### config.mk
export PLATFORM = sky130hd
export DESIGN_NAME = sound_mixer
export DESIGN_NICKNAME = d
export VERILOG_FILES = /design/src/rtl/sound_mixer.sv
export SDC_FILE = /design/constraint.sdc
export NUM_CORES = 1
export LEC_CHECK = 0
export BUFFER_PORTS_ARGS = -buffer_cell sky130_fd_sc_hd__buf_2
export CAP_MARGIN = 20
export CORE_MARGIN = 2
export CORE_UTILIZATION = 53
export CTS_CLUSTER_DIAMETER = 120
export DETAILED_ROUTE_END_ITERATION = 16
export PLACE_DENSITY = 0.76
export SLEW_MARGIN = 20
export SYNTH_ARGS = -nofsm -noshare
export SYNTH_HDL_FRONTEND = slang
export SYNTH_SLANG_ARGS = --single-unit
export TNS_END_PERCENT = 10
### constraint.sdc
create_clock -name clk -period 5.5 [get_ports clk]
set_input_delay 0.55 -clock clk [delete_from_list [all_inputs] [get_ports clk]]
set_output_delay 0.55 -clock clk [all_outputs]
set_load 0.01 [all_outputs]
### src/rtl/sound_mixer.sv
// Time-multiplexed mixer. Each output sample is the sum of the per-channel
// products (sample times gain), computed with one multiply-add per clock.
module sound_mixer #(
    parameter int NUM_CH = 4,
    parameter int SHIFT  = 4
) (
    input  logic                  clk,
    input  logic                  rst_n,
    input  logic                  clk_en_48KHz,
    input  logic                  master_en,
    input  logic [16*NUM_CH-1:0]  ch_in,
    input  logic [4*NUM_CH-1:0]   ch_gain,
    output logic [15:0]           out,
    output logic                  out_valid,
    output logic                  overrun
);

    localparam int ACC_W = 20 + $clog2(NUM_CH);
    localparam int IDX_W = $clog2(NUM_CH);
    localparam logic [IDX_W-1:0] LAST_IDX = IDX_W'(NUM_CH - 1);

    typedef enum logic [1:0] {
        IDLE  = 2'd0,
        ACCUM = 2'd1,
        EMIT  = 2'd2
    } state_t;

    state_t             state_q;
    logic [ACC_W-1:0]   acc_q;
    logic [ACC_W-1:0]   acc_d;
    logic [IDX_W-1:0]   idx_q;
    logic [15:0]        snap_in_q   [NUM_CH];
    logic [3:0]         snap_gain_q [NUM_CH];
    logic               snap_en_q;
    logic [15:0]        out_q;
    logic               valid_q;
    logic               overrun_q;
    logic [15:0]        cur_in_s;
    logic [3:0]         cur_gain_s;
    logic [19:0]        prod_s;

    // Shift the accumulator down and clamp anything above 16 bits to full scale.
    function automatic logic [15:0] sat16(input logic [ACC_W-1:0] v);
        logic [ACC_W-1:0] sh;
        sh = v >> SHIFT;
        if (|sh[ACC_W-1:16]) begin
            return 16'hFFFF;
        end else begin
            return sh[15:0];
        end
    endfunction

    // Select the snapshot channel addressed by idx and form its product.
    always_comb begin
        cur_in_s   = 16'd0;
        cur_gain_s = 4'd0;
        for (int k = 0; k < NUM_CH; k++) begin
            if (IDX_W'(k) == idx_q) begin
                cur_in_s   = snap_in_q[k];
                cur_gain_s = snap_gain_q[k];
            end else begin
                cur_in_s   = cur_in_s;
                cur_gain_s = cur_gain_s;
            end
        end
        prod_s = {4'd0, cur_in_s} * {16'd0, cur_gain_s};
        acc_d  = acc_q + {{(ACC_W-20){1'b0}}, prod_s};
    end

    // Sequencer: snapshot on strobe, accumulate one channel per clock, emit.
    always_ff @(posedge clk or negedge rst_n) begin
        if (!rst_n) begin
            state_q   <= IDLE;
            acc_q     <= '0;
            idx_q     <= '0;
            snap_en_q <= 1'b0;
            out_q     <= 16'd0;
            valid_q   <= 1'b0;
            overrun_q <= 1'b0;
            for (int k = 0; k < NUM_CH; k++) begin
                snap_in_q[k]   <= 16'd0;
                snap_gain_q[k] <= 4'd0;
            end
        end else begin
            valid_q <= 1'b0;
            case (state_q)
                IDLE: begin
                    if (clk_en_48KHz) begin
                        for (int k = 0; k < NUM_CH; k++) begin
                            snap_in_q[k]   <= ch_in[16*k +: 16];
                            snap_gain_q[k] <= ch_gain[4*k +: 4];
                        end
                        snap_en_q <= master_en;
                        acc_q     <= '0;
                        idx_q     <= '0;
                        state_q   <= ACCUM;
                    end
                end
                ACCUM: begin
                    acc_q <= acc_d;
                    if (idx_q == LAST_IDX) begin
                        state_q <= EMIT;
                    end else begin
                        idx_q <= idx_q + IDX_W'(1);
                    end
                end
                EMIT: begin
                    out_q   <= snap_en_q ? sat16(acc_q) : 16'd0;
                    valid_q <= 1'b1;
                    state_q <= IDLE;
                end
                default: begin
                    state_q <= IDLE;
                end
            endcase
            // A strobe that cannot be accepted is dropped but remembered.
            if (clk_en_48KHz && (state_q != IDLE)) begin
                overrun_q <= 1'b1;
            end
        end
    end

    assign out       = out_q;
    assign out_valid = valid_q;
    assign overrun   = overrun_q;

endmodule

Yosys cells after proc, flatten, opt, wreduce, memory -nomap -nowiden

Cells that the tools add are included.

Register bits after elaboration: 125

$add $sub $neg: 2
Multipliers: 1
Eq/ne operators: 9
Multiplexer cells: 19
Reduce and logical (&&, ||, !) cells: 10

Operator list:

| kind                | count |
|---|---|
| $mux 16             | 6 |
| $pmux 22 s2         | 1 |
| $add 22x20->22      | 1 |
| $mux 22             | 1 |
| $mul 16x4->20       | 1 |
| $mux 4              | 4 |
| $mux 2              | 4 |
| $pmux 2 s2          | 2 |
| $ne 2x2->1 const B  | 3 |
| $reduce_and 2->1    | 3 |
| $eq 2x2->1 const A  | 2 |
| $eq 2x2->1 const B  | 2 |
| $logic_not 2->1     | 2 |
| $reduce_bool 2->1   | 2 |
| $reduce_and 3->1    | 1 |
| $add 2x1->2 const B | 1 |
| $eq 1x2->1 const A  | 1 |
| $eq 2x1->1 const B  | 1 |
| $reduce_or 2->1     | 1 |
| $logic_and 1x1->1   | 1 |
| $mux 1              | 1 |

Logic depth before layout (Yosys ltp)

Word-level depth: 8
Gate-level depth with buffers: 25
Gate-level depth less buffers: 22

Worst setup path before layout

No wires, ideal clock.

Kind: flip-flop to flip-flop
Start point: reg idx_q[0]
End point: reg acc_q[21]
Arrival time: 4.984 ns
Required time: 5.374 ns
Path slack: 0.390 ns
Cell stages (with the launch flop): 23
Buffers on the path: 2
Period minus slack after synthesis: 5.110 ns
Cell sequence: dfrtp_1 > inv_1 > ha_1 > buf_1 > a21oi_1 > a21oi_1 > nor2_1 > a21oi_1 > clkbuf_1 > nor2_1 > fa_1 > fa_1 > inv_1 > fa_1 > inv_1 > ha_1 > o211a_1 > o31a_1 > o2111ai_2 > nand3_2 > a221oi_2 > a21oi_1 > mux2i_1

Cells in the longest elaborated chain, start to end: 8
Elaborated cells on any way between the ends: 15
Classes of those cells: add/sub (1); mul (1); eq/ne (3); mux (9); reduce/logical (1)

Ends and longest elaborated chain:

| item                                                  | line | source |
|---|---|---|
| from (decl)                                           | 31   | `logic [IDX_W-1:0] idx_q;` |
| from (signal assigned)                                | 104  | `idx_q <= idx_q + IDX_W'(1);` |
| $logic_not 2->1                                       | 58   | `if (IDX_W'(k) == idx_q) begin` |
| $mux 16 / $mux 4 (equally long branches) (4 in a row) | 58   |  |
| $mul 16x4->20 *                                       | 66   | `prod_s = {4'd0, cur_in_s} * {16'd0, cur_gain_s};` |
| $add 22x20->22 *                                      | 67   | `acc_d = acc_q + {{(ACC_W-20){1'b0}}, prod_s};` |
| $pmux 22 s2 *                                         | 86   | `case (state_q)` |
| to (signal assigned)                                  | 74   | `acc_q <= '0;` |
| to (signal assigned)                                  | 94   | `acc_q <= '0;` |
| to (signal assigned)                                  | 100  | `acc_q <= acc_d;` |
| to (decl)                                             | 29   | `logic [ACC_W-1:0] acc_q;` |

Every way passes the cells marked *; elsewhere a longest branch is shown, timed or not.
A chain may end at the register's enable or synchronous reset.

Worst setup path in the final report

Ends and elaborated chain as after synthesis.

==> metrics.md <==
| Metric | Value |
|---|---|
| Status | `completed` |
| DP Area | `between 0.008 and 0.009 mm^2` |
| Sequential-to-total area share from yosys stat | `38.8%` |
| Crit share post-route | `between 90 and 100%` |
| Top cell type's share of synthesized area | `38.8%` |
| RSZ-0062 raised after global routing | `true` |
| Synthesized area | `0.00806 mm^2` |
| Clk_lat worst skew | `0.42 ns` |
| All-Layer GR Usage | `23.6%` |
| Crit-path max FO | `16` |
| Area of the multi-input gates | `0.00445 mm^2` |
| # DRC | `0` |
| #FFs+latches synth | `around 130` |
| Die height | `between 100 and 150 um` |
| Synth-to-Final Area Change | `17.3%` |
| Post-synth EDFFs | `0` |
| Critical path type | `flop to flop` |
| Drt wl/cell | `13.8 um` |
| Dpl hpwl | `around 13 mm` |
| H-tree levels | `4` |
| Max cap viols | `0` |
| Initial antenna violation count | `0` |
| Syn Area/Cell | `just over 8 um^2` |
| Core ar. | `between 0.015 and 0.02 mm^2` |
| Number of global-route vias before repair | `6520` |
| Largest net degree at the start of global routing | `86` |
| Vias post-DR | `6612` |
| Arrival @ worst endpoint | `5.53 ns` |
| TritonCTS clock tree | `yes` |
| Slew HR | `46.8%` |
| Total CTS buffers | `17` |
| Die width | `127 um` |
| Reg clk slew, reported paths | `0.06 ns` |
| Setup_tns | `0 ns` |
| Final instance area | `around 0.0094 mm^2` |
| # rows | `45` |
| Final number of setup-violating endpoints | `0` |
| Top-count cell post-synth | `nand2_1` |
| Max Clk Rate | `191 MHz` |
| # diodes | `0` |
| Vias/cell | `5.17` |
| Final WL | `between 15 and 20 mm` |
| Fin Hold WS | `0.189 ns` |
| Hold Path Class | `primary input to asynchronous set/reset pin` |
| Drt first pass iters | `5` |
| Leak pwr | `4.96 nW` |
| Period minus WS final | `5.23 ns` |
| Worst Skew | `0.00742 ns` |
| Final ANT Viol Nets | `0` |
| Reg area | `0.00313 mm^2` |
| Initial core utilization | `a little over half` |
| Yosys cell types | `50` |
| DR iter-0 viols | `345` |
| Worst EP required | `5.80 ns` |
| PwrDens | `712 mW/mm^2` |
| Worst-margin pin slew | `0.798 ns` |
| CP Capture Type | `flop` |
| Yosys warns | `0` |
| Die area | `0.0162 mm^2` |
| Hold Vio Cnt, Final | `0` |
| Worst VDD drop | `0.369 mV` |
| # nets final | `1243` |
| Startpoint type of the worst setup path | `flop` |
| Port bufs | `101` |
| Max Slew Vio Count | `0` |
| Ranking of synthesized cells by area | `dfrtp_1 (39%), nand2_1 (14%), fa_1 (11%)` |
| Max Root-Sink Buffers | `2` |
| GR Overflow Total | `0` |
| Dominant synthesized flop cell | `dfrtp_1` |
| Most frequent cells after synthesis | `nand2_1 (309), dfrtp_1 (125), inv_1 (97)` |
| Post-synth top area cell | `dfrtp_1` |
| Placer Congestion | `a little under 0.9` |
| Post-synth ARST share | `100%` |
| Synthesized Nets | `~1.2k` |
| CTS root buf | `clkbuf_16` |
| Layout cells sized above 1 | `15.8%` |
| Global-route wire length before repair | `30.6 mm` |
| Gate Count Post-Synth | `995` |
| # fillers | `1300` |
| IO Pins | `102` |
| Clock sink count | `125` |
[registers in the layout, summed over array words and instances (netlist names)]
signal	count
snap_in_q	64
overrun	1
acc_q	22
out	16
snap_en_q	1
snap_gain_q	16
idx_q	2
out_valid	1
state_q	2
[metal layers]
metal	vias to the layer above	global-route usage, %	wire length [um]
met3	17	4.52	697
met4	0	7.24	217
met5	-	0	0
met1	3115	33.4	8670
met2	147	37.2	8120
li1	3333	-	-
[report_power, final]
| part | switching, W | internal, W | leakage [nW] |
|---|---|---|---|
| logic | 0.00244 | 0.00153 | 3.09 |
| clock network | 0.000404 | 0.000735 | 0.290 |
| registers | 0.000270 | 0.00134 | 1.58 |
| total | 0.00312 | 0.00360 | 4.96 |
[area by class of cell]
| cell class | count | share of cell area, % |
|---|---|---|
| Clock buffer | 22 | 4.91 |
| Clock inverter | 9 | 1.46 |
| Inverter | 97 | 3.85 |
| Multi-Input combinational cell | 721 | 47.1 |
| Sequential cell | 125 | 33.1 |
| Tap cell | 188 | 2.49 |
| Timing Repair Buffer | 118 | 7.07 |
[timing repair]
action                                  CTS  global route
hold endpoints to repair                  0             0
setup buffers                             0             2
resized for setup                         0            17
endpoints found under the setup margin    0            13
hold buffers                              0             0
[final timing paths]
check | endpoint | slack (ns) | from | depth (start not counted)
max reg2reg | acc_q[21] | 0.27 | idx_q[0] | 21
min | snap_en_q | 0.19 | rst_n | 1
min reg2reg | overrun | 0.46 | overrun | 1
min in group clk | snap_gain_q[10] | 0.31 | ch_gain[6] | 3
max in group asynchronous | snap_in_q[6] | 4.29 | rst_n | 2
max | acc_q[21] | 0.27 | idx_q[0] | 21
[stage by stage]
stage / util, % / cells / worst slack, ns / power (W)
6_report: 62.8 / 1280 / 0.274 / 0.00672
5_1_grt: 62.8 / 1280 / -0.00306 / 0.00743
4_1_cts: 62.2 / 1278 / 0.0474 / 0.00663
3_5_place_dp: 58.2 / 1247 / 0.0971 / 0.00545
3_3_place_gp: 58.2 / 1247 / 0.124 / 0.00533
2_1_floorplan: - / 995 / 0.390 / 0.00451
[critical path, stage by stage (launching register included)]
cell       delay [ns]
dfrtp_1          0.44
inv_2            0.16
ha_4             0.20
nand3b_1         0.08
a21oi_1          0.18
a21oi_1          0.08
nor2_1           0.11
a21oi_1          0.05
buf_4            0.21
or2_1            0.26
fa_1             0.52
fa_1             0.51
fa_1             0.52
inv_1            0.04
ha_1             0.34
nor2b_4          0.15
o31a_1           0.28
o2111ai_2        0.21
nand3_2          0.17
a221oi_4         0.33
a21oi_1          0.14
mux2i_1          0.13
[layout by cell type, fill, tap and decap left out, types with 4 or more instances in the layout]
| cell | synthesis | final |
|---|---|---|
| dfrtp_1 | 125 | 125 |
| nand3_1 | 24 | 24 |
| buf_2 | 2 | 100 |
| clkbuf_16 | 0 | 17 |
| nand2_1 | 309 | 308 |
| mux2i_1 | 9 | 8 |
| o21ai_0 | 49 | 49 |
| o21ai_1 | 18 | 18 |
| fa_1 | 45 | 45 |
| nand2b_1 | 7 | 6 |
| a21oi_1 | 58 | 56 |
| or2_1 | 8 | 8 |
| buf_4 | 0 | 14 |
| nor2_1 | 81 | 80 |
| nand3b_1 | 13 | 13 |
| a21o_1 | 6 | 6 |
| inv_1 | 97 | 95 |
| ha_1 | 34 | 30 |
| clkinv_4 | 0 | 4 |
| xor2_1 | 8 | 8 |
[cell families (layout without fill, tap and decap cells)]
group           count (synthesis)  in the layout  synth area share (%)
compound gates                158            158                  11.4
xor+xnor                       11             11                  1.20
fa+ha+maj                      79             79                  16.5
buf+inv                       149            246                  6.97
flops                         125            125                  38.8
mux                             9              9                  1.12
simple gates                  464            464                  24.0
No activity file was read; power rests on OpenSTA's default activity.
